===== src/rtl/rx_pkg.sv =====
// Shared types and sizing helpers for the UART byte-to-word assembler.
package rx_pkg;

    localparam logic [7:0] RX_ASCII_OFFSET = 8'd48;

    typedef enum logic {
        HOLD_EMPTY = 1'b0,
        HOLD_FULL  = 1'b1
    } hold_state_e;

    function automatic int unsigned rx_bytes(input int unsigned data_w);
        return data_w / 8;
    endfunction

    // Byte-index width; a single-byte word still needs a 1-bit index.
    function automatic int unsigned rx_idx_w(input int unsigned data_w);
        int unsigned bytes;
        bytes = data_w / 8;
        return (bytes <= 1) ? 1 : $clog2(bytes);
    endfunction

endpackage


===== src/rtl/rx_word_assembler_if.sv =====
// Byte-in / word-out bundle between the UART receiver and the MIPS loader.
interface rx_word_assembler_if #(
    parameter int unsigned DATA_W = 32,
    parameter int unsigned ADDR_W = 32
);
    logic              start;
    logic [7:0]        din;
    logic              out_ready;
    logic              go;
    logic [DATA_W-1:0] dout;
    logic [ADDR_W-1:0] rx_address;
    logic              MIPS_enable;
    logic              overrun;
    logic              timeout_err;

    modport master (
        output start, din, out_ready,
        input  go, dout, rx_address, MIPS_enable, overrun, timeout_err
    );

    modport slave (
        input  start, din, out_ready,
        output go, dout, rx_address, MIPS_enable, overrun, timeout_err
    );
endinterface


===== src/rtl/rx_idle_timer.sv =====
// Inter-byte idle counter; expire is a combinational strobe on the cycle the
// count would reach TIMEOUT_CYC. TIMEOUT_CYC=0 builds no logic.
module rx_idle_timer #(
    parameter int unsigned TIMEOUT_CYC = 0
) (
    input  logic clk,
    input  logic reset,
    input  logic clear,
    input  logic run,
    output logic expire
);

    if (TIMEOUT_CYC == 0) begin : g_off
        logic w_unused;
        assign w_unused = &{1'b0, clk, reset, clear, run};
        assign expire   = 1'b0;
    end else begin : g_on
        localparam int unsigned CNT_W = $clog2(TIMEOUT_CYC + 1);

        logic [CNT_W-1:0] r_cnt;
        logic             w_hit;

        assign w_hit  = (r_cnt == CNT_W'(TIMEOUT_CYC - 1));
        // A byte arriving on the expiry cycle takes priority over the timeout.
        assign expire = run && !clear && w_hit;

        always_ff @(posedge clk or negedge reset) begin
            if (!reset) begin
                r_cnt <= '0;
            end else if (clear || !run || w_hit) begin
                r_cnt <= '0;
            end else begin
                r_cnt <= r_cnt + CNT_W'(1);
            end
        end
    end

endmodule


===== src/rtl/rx_word_assembler.sv =====
// Collects DATA_W/8 received bytes (first byte into the MSBs) into a held word
// with valid/ready handoff and an auto-incrementing load address.
// Define RX_ASCII_DECODE_EN to subtract ASCII '0' from every received byte.
module rx_word_assembler
    import rx_pkg::*;
#(
    parameter int unsigned DATA_W      = 32,
    parameter int unsigned ADDR_W      = 32,
    parameter int unsigned ADDR_STEP   = 1,
    parameter int unsigned NUM_WORDS   = 64,
    parameter int unsigned TIMEOUT_CYC = 0
) (
    input  logic                 clk,
    input  logic                 reset,
    rx_word_assembler_if.slave   bus
);

    localparam int unsigned BYTES = rx_bytes(DATA_W);
    localparam int unsigned IDX_W = rx_idx_w(DATA_W);
    localparam int unsigned CNT_W = $clog2(NUM_WORDS + 1);
    localparam logic [IDX_W-1:0] LAST_IDX = IDX_W'(BYTES - 1);

    logic [IDX_W-1:0]  r_idx;
    logic [DATA_W-1:0] r_asm;
    logic [DATA_W-1:0] r_dout;
    logic [ADDR_W-1:0] r_addr;
    logic [CNT_W-1:0]  r_count;
    logic              r_mips;
    logic              r_overrun;
    logic              r_timeout;
    hold_state_e       r_hold;
    hold_state_e       w_hold_nxt;

    logic [7:0]        w_byte;
    logic [DATA_W-1:0] w_word;
    logic              w_take;
    logic              w_complete;
    logic              w_accept;
    logic              w_run;
    logic              w_expire;
    logic              w_load;
    logic              w_drop;

`ifdef RX_ASCII_DECODE_EN
    assign w_byte = bus.din - RX_ASCII_OFFSET;
`else
    assign w_byte = bus.din;
`endif

    // Once the load is complete the receiver is ignored entirely.
    assign w_take     = bus.start && !r_mips;
    assign w_complete = w_take && (r_idx == LAST_IDX);
    assign w_accept   = (r_hold == HOLD_FULL) && bus.out_ready;
    assign w_run      = (r_idx != '0) && !r_mips;

    rx_idle_timer #(
        .TIMEOUT_CYC (TIMEOUT_CYC)
    ) u_idle_timer (
        .clk    (clk),
        .reset  (reset),
        .clear  (w_take),
        .run    (w_run),
        .expire (w_expire)
    );

    // Completed word: assembled upper bytes plus the byte arriving now.
    always_comb begin
        w_word      = r_asm;
        w_word[7:0] = w_byte;
    end

    always_ff @(posedge clk or negedge reset) begin
        if (!reset) begin
            r_hold <= HOLD_EMPTY;
        end else begin
            r_hold <= w_hold_nxt;
        end
    end

    always_comb begin
        w_hold_nxt = r_hold;
        w_load     = 1'b0;
        w_drop     = 1'b0;
        case (r_hold)
            HOLD_EMPTY: begin
                if (w_complete) begin
                    w_load     = 1'b1;
                    w_hold_nxt = HOLD_FULL;
                end
            end
            HOLD_FULL: begin
                if (w_complete && bus.out_ready) begin
                    w_load = 1'b1;
                end else if (w_complete) begin
                    w_drop = 1'b1;
                end else if (bus.out_ready) begin
                    w_hold_nxt = HOLD_EMPTY;
                end
            end
            default: w_hold_nxt = HOLD_EMPTY;
        endcase
    end

    always_ff @(posedge clk or negedge reset) begin
        if (!reset) begin
            r_idx <= '0;
        end else if (w_take) begin
            r_idx <= w_complete ? '0 : r_idx + IDX_W'(1);
        end else if (w_expire) begin
            r_idx <= '0;
        end
    end

    always_ff @(posedge clk or negedge reset) begin
        if (!reset) begin
            r_asm <= '0;
        end else if (w_take) begin
            for (int unsigned b = 0; b < BYTES; b++) begin
                if (r_idx == IDX_W'(b)) begin
                    r_asm[DATA_W-1-8*b -: 8] <= w_byte;
                end
            end
        end
    end

    always_ff @(posedge clk or negedge reset) begin
        if (!reset) begin
            r_dout    <= '0;
            r_addr    <= '0;
            r_count   <= '0;
            r_mips    <= 1'b0;
            r_overrun <= 1'b0;
            r_timeout <= 1'b0;
        end else begin
            r_timeout <= w_expire;
            if (w_load) begin
                r_dout <= w_word;
            end
            if (w_drop) begin
                r_overrun <= 1'b1;
            end
            if (w_accept) begin
                r_addr <= r_addr + ADDR_W'(ADDR_STEP);
                // Count saturates at NUM_WORDS; address keeps stepping.
                if (!r_mips) begin
                    r_count <= r_count + CNT_W'(1);
                    if (r_count == CNT_W'(NUM_WORDS - 1)) begin
                        r_mips <= 1'b1;
                    end
                end
            end
        end
    end

    assign bus.go          = (r_hold == HOLD_FULL);
    assign bus.dout        = r_dout;
    assign bus.rx_address  = r_addr;
    assign bus.MIPS_enable = r_mips;
    assign bus.overrun     = r_overrun;
    assign bus.timeout_err = r_timeout;

endmodule


===== src/flat_wrapper.sv =====
// flat-port wrapper written by rule: the top's interface ports become plain ports
module rx_word_assembler_flat import rx_pkg::*;
#(
    parameter int unsigned DATA_W      = 32,
    parameter int unsigned ADDR_W      = 32,
    parameter int unsigned ADDR_STEP   = 1,
    parameter int unsigned NUM_WORDS   = 64,
    parameter int unsigned TIMEOUT_CYC = 0
)
  (clk, reset, bus_start, bus_din, bus_out_ready, bus_go, bus_dout, bus_rx_address, bus_MIPS_enable, bus_overrun, bus_timeout_err);
  rx_word_assembler_if #(.DATA_W(DATA_W), .ADDR_W(ADDR_W)) bus_i ();
  input  logic clk;
  input  logic reset;
  input wire logic [$bits(bus_i.start)-1:0] bus_start;
  input wire logic [$bits(bus_i.din)-1:0] bus_din;
  input wire logic [$bits(bus_i.out_ready)-1:0] bus_out_ready;
  output wire logic [$bits(bus_i.go)-1:0] bus_go;
  output wire logic [$bits(bus_i.dout)-1:0] bus_dout;
  output wire logic [$bits(bus_i.rx_address)-1:0] bus_rx_address;
  output wire logic [$bits(bus_i.MIPS_enable)-1:0] bus_MIPS_enable;
  output wire logic [$bits(bus_i.overrun)-1:0] bus_overrun;
  output wire logic [$bits(bus_i.timeout_err)-1:0] bus_timeout_err;
  assign bus_i.start = bus_start;
  assign bus_i.din = bus_din;
  assign bus_i.out_ready = bus_out_ready;
  assign bus_go = bus_i.go;
  assign bus_dout = bus_i.dout;
  assign bus_rx_address = bus_i.rx_address;
  assign bus_MIPS_enable = bus_i.MIPS_enable;
  assign bus_overrun = bus_i.overrun;
  assign bus_timeout_err = bus_i.timeout_err;
  rx_word_assembler #(.DATA_W(DATA_W), .ADDR_W(ADDR_W), .ADDR_STEP(ADDR_STEP), .NUM_WORDS(NUM_WORDS), .TIMEOUT_CYC(TIMEOUT_CYC)) u_core (.clk(clk), .reset(reset), .bus(bus_i));
endmodule

===== config.mk =====
export PLATFORM = sky130hd
export DESIGN_NAME = rx_word_assembler_flat
export DESIGN_NICKNAME = d
export VERILOG_FILES = /design/src/rtl/rx_pkg.sv /design/src/rtl/rx_word_assembler_if.sv /design/src/rtl/rx_idle_timer.sv /design/src/rtl/rx_word_assembler.sv /design/src/flat_wrapper.sv
export SDC_FILE = /design/constraint.sdc
export NUM_CORES = 1
export LEC_CHECK = 0
export CAP_MARGIN = 15
export CORE_MARGIN = 4
export CORE_UTILIZATION = 47
export CTS_CLUSTER_SIZE = 28
export DETAILED_ROUTE_END_ITERATION = 10
export PLACE_DENSITY = 0.73
export SETUP_SLACK_MARGIN = 0.4
export SYNTH_ARGS = -nofsm -noshare
export SYNTH_HDL_FRONTEND = slang
export SYNTH_SLANG_ARGS = --single-unit

===== constraint.sdc =====
create_clock -name clk -period 1.7 [get_ports clk]
set_clock_uncertainty 0.15 [all_clocks]
set_input_delay 0.17 -clock clk [delete_from_list [all_inputs] [get_ports clk]]
set_output_delay 0.17 -clock clk [all_outputs]
set_load 0.02 [all_outputs]

# --- After elaboration in Yosys (flattened, before gate mapping) ---
# Index checks and enable logic that the tools add are counted.
word_totals:
  ramBits: 0
  out_inout_bits: 68
  latchBits: 0
  mem_count: 0
  romBits: 0
  inputBits: 12
  wordCells: 41
  regBits: 100
classes:
  n_reduce_logical: 10
  div_mod_pow: 0
  eq_ne: 4
  n_lt_le_gt_ge: 0
  addsub: 3
  mux: 12
  shift: 0
  multipliers: 0
  bitwise: 2
op_table:
  columns: ["op", "count"]
  rows:
  - ["$add 32x1->32 const B", 1]
  - ["$mux 1", 9]
  - ["$reduce_and 2->1", 4]
  - ["$add 7x1->7 const B", 1]
  - ["$eq 7x6->1 const B", 1]
  - ["$eq 2x2->1 const B", 2]
  - ["$logic_and 1x1->1", 4]
  - ["$pmux 1 s2", 2]
  - ["$add 2x1->2 const B", 1]
  - ["$eq 2x1->1 const B", 1]
  - ["$logic_not 2->1", 1]
  - ["$mux 2", 1]
  - ["$not 1->1", 2]
  - ["$logic_not 1->1", 1]

# --- Depth between registers and ports, before layout ---
depth:
  ltp_word: 6
  depth_mapped: 6
  ltp_nobuf: 5

# --- By module ---
# From an unflattened synthesis, not the netlist that was laid out.
hier_totals:
  cells_unflattened: 311
  area_unflattened_um2: 4235.3
modules_own_cells:
  columns: ["mod", "area_per_inst_um2", "instances", "cells_per_inst", "seq_area_each_um2"]
  rows:
  - ["rx_word_assembler", 4224.1, 1, 309, 2527.4]
  - ["rx_idle_timer", 11.3, 1, 2, 0.0]

# --- Worst setup path after synthesis ---
# No wires, ideal clock.
synth_timing:
  path_type: "register to register"
  start: "reg u_core.r_mips, in the netlist u_core.bus.MIPS_enable"
  end: "reg u_core.r_dout[10], in the netlist u_core.bus.dout[10]"
  setup_ns: 0.125
  stages_incl_launch_ff: 7
  path_buffers: 2
  setup_slack_ns: -0.187
  t_required_ns: 1.425
  synth_period_minus_slack_ns: 1.887
  arrival_time_ns: 1.612
  cell_sequence: "dfrtp_1 -> nor2b_1 -> buf_2 -> nand2_1 -> nor2_1 -> buf_2 -> mux2_2"
synth_between:
  elab_chain_cells: 6
synth_lines:
  columns: ["item", "line_no", "rtl"]
  rows:
  - ["start: declaration", "rx_word_assembler.sv:28", "logic r_mips;"]
  - ["start signal: assignment", "rx_word_assembler.sv:131", "r_mips <= 1'b0;"]
  - ["start signal: assignment", "rx_word_assembler.sv:148", "r_mips <= 1'b1;"]
  - ["$logic_not 1->1 *", null, null]
  - ["$logic_and 1x1->1 *", "rx_word_assembler.sv:51", "assign w_take = bus.start && !r_mips;"]
  - ["$logic_and 1x1->1 *", "rx_word_assembler.sv:52", "assign w_complete = w_take && (r_idx == LAST_IDX);"]
  - ["$logic_and 1x1->1", "rx_word_assembler.sv:92", "if (w_complete && bus.out_ready) begin"]
  - ["$mux 1", "rx_word_assembler.sv:92", null]
  - ["$pmux 1 s2 *", "rx_word_assembler.sv:84", "case (r_hold)"]
  - ["end signal: assignment", "rx_word_assembler.sv:137", "r_dout <= w_word;"]
  - ["end: declaration", "rx_word_assembler.sv:25", "logic [DATA_W-1:0] r_dout;"]
# Every way passes the cells marked *; elsewhere a longest branch is shown, timed or not.
# A chain may end at the register's enable or synchronous reset.

# --- Worst setup path after layout ---
layout_timing:
  start: "reg u_core.r_idx[1]"
  end: "reg u_core.r_dout[0], in the netlist u_core.bus.dout[0]"
layout_between:
  elab_chain_cells: 5
layout_lines:
  columns: ["item", "line_no", "rtl"]
  rows:
  - ["start: declaration", "rx_word_assembler.sv:23", "logic [IDX_W-1:0] r_idx;"]
  - ["start signal: assignment", "rx_word_assembler.sv:108", "r_idx <= w_complete ? '0 : r_idx + IDX_W'(1);"]
  - ["$eq 2x2->1 *", "rx_word_assembler.sv:52", null]
  - ["$logic_and 1x1->1 *", "rx_word_assembler.sv:52", null]
  - ["$logic_and 1x1->1", "rx_word_assembler.sv:92", null]
  - ["$mux 1", "rx_word_assembler.sv:92", null]
  - ["$pmux 1 s2 *", "rx_word_assembler.sv:84", null]
# Marked as above.

==> impl_metrics.tcl <==
set metrics [dict create \
    cts_buffers 9 \
    maxCapViolations 0 \
    cp_max_fo 5 \
    antenna_found_initial 0 \
    die_y_um 102 \
    violations "negative setup slack" \
    path_class "flop to flop" \
    grt_usage_pct 20.0 \
    fmax_mhz 571 \
    die_area_mm2 0.0104 \
    syn_inst 296 \
    ys_top_cells_by_area "dfrtp_1 60%, mux2_2 15%, xnor2_1 5.7%" \
    p_leak_nw 3.59 \
    drt-initial-drc-count 74 \
    grt_max_degree 38 \
    grt_pass1_wl_mm 16.2 \
    row_count 34 \
    placement.io_buffers 78 \
    fin_crit_ns 1.75 \
    worstPathRequired_ns 1.83 \
    start_util_pct 47.9 \
    h-tree-depth 3 \
    cts_num_sinks 100 \
    final_area_mm2 0.00679 \
    antenna_left 0 \
    cellPowerDensity_mw_per_mm2 602 \
    synth_nets 314 \
    finalSetupViolCount 21 \
    via_per_inst 5.28 \
    fin_crit_sh_pct 103 \
    gp_congestion 0.752 \
    worstPathArrival_ns 1.88 \
    synth.distinct_cells 31 \
    grt_overflow 0 \
    dp_hpwl_mm 6.05 \
    cts_tree "built" \
    synth.avg_cell_area_um2 14.0 \
    ctsRootBufferMaster "clkbuf_8" \
    n_antenna_cell 0 \
    post-route-drc-count 0 \
    rsz0062_at_grt "yes" \
    clk_path_buf_depth 2 \
    fillers 484 \
    firstDrtPassIters 4 \
    clk_latency_ns 0.37 \
    yosys_warnings 0 \
    final_hold_viol_count 0 \
    grt_pass1_vias 3141 \
    die_x_um 102 \
    clk_pin_slew_ns 0.12 \
    setup.worst_path.end_class "flop" \
    wire_per_inst_um 19.5 \
    nets 508 \
    drive_above_1_share_pct 65.1 \
    areaGrowthSynthToFinish_pct 63.4 \
    dp_slack_ns -0.281 \
    vias 3183 \
    irDropWorstVdd_mv 0.548 \
    start_kind "flop" \
    wirelength_mm 11.8 \
    hp-class "input pin to asynchronous set/reset pin" \
    io_pins 80 \
    yosys.area.top_type "dfrtp_1" \
    core_mm2 0.00868 \
    worst_slack_ns -0.0508 \
    status "finished, violations left" \
    maxSlewViolCount 0 \
    place_area_mm2 0.00545 \
    fin_util_pct 78.3 \
    ys_ff_latch 100 \
    yosysSeqAreaShare_pct 60.2 \
    syn_area_mm2 0.00416 \
    synth_top_area_share_pct 60.2 \
]
power breakdown:
group | internal (mW) | leakage [nW] | switching [mW]
logic | 0.0560 | 2.14 | 0.0853
registers | 2.38 | 1.35 | 0.00357
clock network | 0.587 | 0.102 | 0.980
total | 3.02 | 3.59 | 1.07
registers in the layout, indices dropped and copies added, names as in the netlist:
register and cells:
u_core.bus.MIPS_enable 1, u_core.bus.dout 32, u_core.bus.go 1, u_core.bus.overrun 1
u_core.bus.rx_address 32, u_core.r_asm 24, u_core.r_count 7, u_core.r_idx 2
cells in the final DEF (no fill, tap or decap), types with 10 or more instances in the layout:
master and instances:
dfrtp_2 18, nand4_1 12, xor2_1 10, buf_4 61
buf_2 37, mux2_4 58, buf_6 67, xnor2_1 24
dfrtp_1 82
kinds of logic after synthesis:
family,count (synthesis),share of synthesized area [%]
flops,100,60.2
simple gates,77,12.2
mux,58,15.7
xor+xnor,37,7.80
buf+inv,13,1.57
fa+ha+maj,6,1.81
compound gates,4,0.632
other cells,1,0.0902
metal layers:
layer | GRT usage [%] | up-vias | wire (µm)
met4 | 5.95 | 0 | 195
met1 | 27.0 | 1639 | 4790
met2 | 32.6 | 95 | 6140
met3 | 4.37 | 17 | 659
li1 | - | 1432 | -
met5 | 0 | - | 0
cell type report:
cell class | instances | area [µm²] | share of cell area, %
clock buffers | 9 | 124 | 1.82
clock inverters | 7 | 78.8 | 1.16
inverters | 5 | 23.8 | 0.350
multi-input cells | 183 | 2100 | 31.0
flip-flops and latches | 100 | 2520 | 37.2
well taps | 108 | 135 | 1.99
repair buffers | 191 | 1800 | 26.5
path summary, 6_finish.rpt:
check                                   from                        to  slack [ns]  cells after the start
setup / recovery             u_core.r_idx[1]        u_core.bus.dout[0]       -0.05                      7
hold / removal                         reset       u_core.bus.dout[18]        0.09                      2
setup reg to reg             u_core.r_idx[1]        u_core.bus.dout[0]       -0.05                      7
hold reg to reg            u_core.r_count[6]         u_core.r_count[6]        0.32                      1
max in group asynchronous              reset  u_core.bus.rx_address[6]        0.73                      3
min in group clk               bus_out_ready  u_core.bus.rx_address[2]        0.17                      3
through the flow:
step	setup TNS, ns	power, mW	hold WS [ns]	instances
3_3_place_gp	-12.52	2.54	-0.0408	500
5_1_grt	-2.62	4.23	0.116	603
4_1_cts	0	4.07	0.0966	563
6_report	-0.609	4.09	0.0939	603
3_5_place_dp	-15.22	2.54	-0.0344	500
2_1_floorplan	-0.232	2.44	-0.276	296
worst max-delay path, cell delays in order, from the launching register on:
cell and delay (ns):
dfrtp_1 0.46, ha_4 0.20, nand2_4 0.06, nor2_4 0.15, buf_6 0.13, buf_6 0.10, buf_16 0.11, mux2_4 0.29
repair_timing:
action / in CTS / in global routing
hold buffers: 1 / 0
pin swaps: 23 / 28
setup endpoints to repair: 157 / 140
setup buffers: 45 / 37
resized for setup: 370 / 94
cloned: 1 / 3
endpoints found under the hold margin: 100 / 0
synth_stat cells:
library cell	instances
mux2_1	3
buf_2	4
mux2_2	55
xnor2_1	27
or3_1	1
nand4b_1	1
and4_1	5
nor3_1	2
nor2_1	9
nand4_4	2
ha_1	6
nor2b_1	2
inv_1	5
xor2_1	10
and3_1	7
and3b_1	1
a31o_2	1
nand4_1	12
nand2b_1	1
conb_1	1
buf_6	1
nor4_4	4
clkbuf_1	2
o21ai_0	2
o31ai_1	1
buf_4	1
nand3_1	9
nand2_1	19
nor4_1	1
and2_1	1
dfrtp_1	100
No activity file was read; power rests on OpenSTA's default activity.
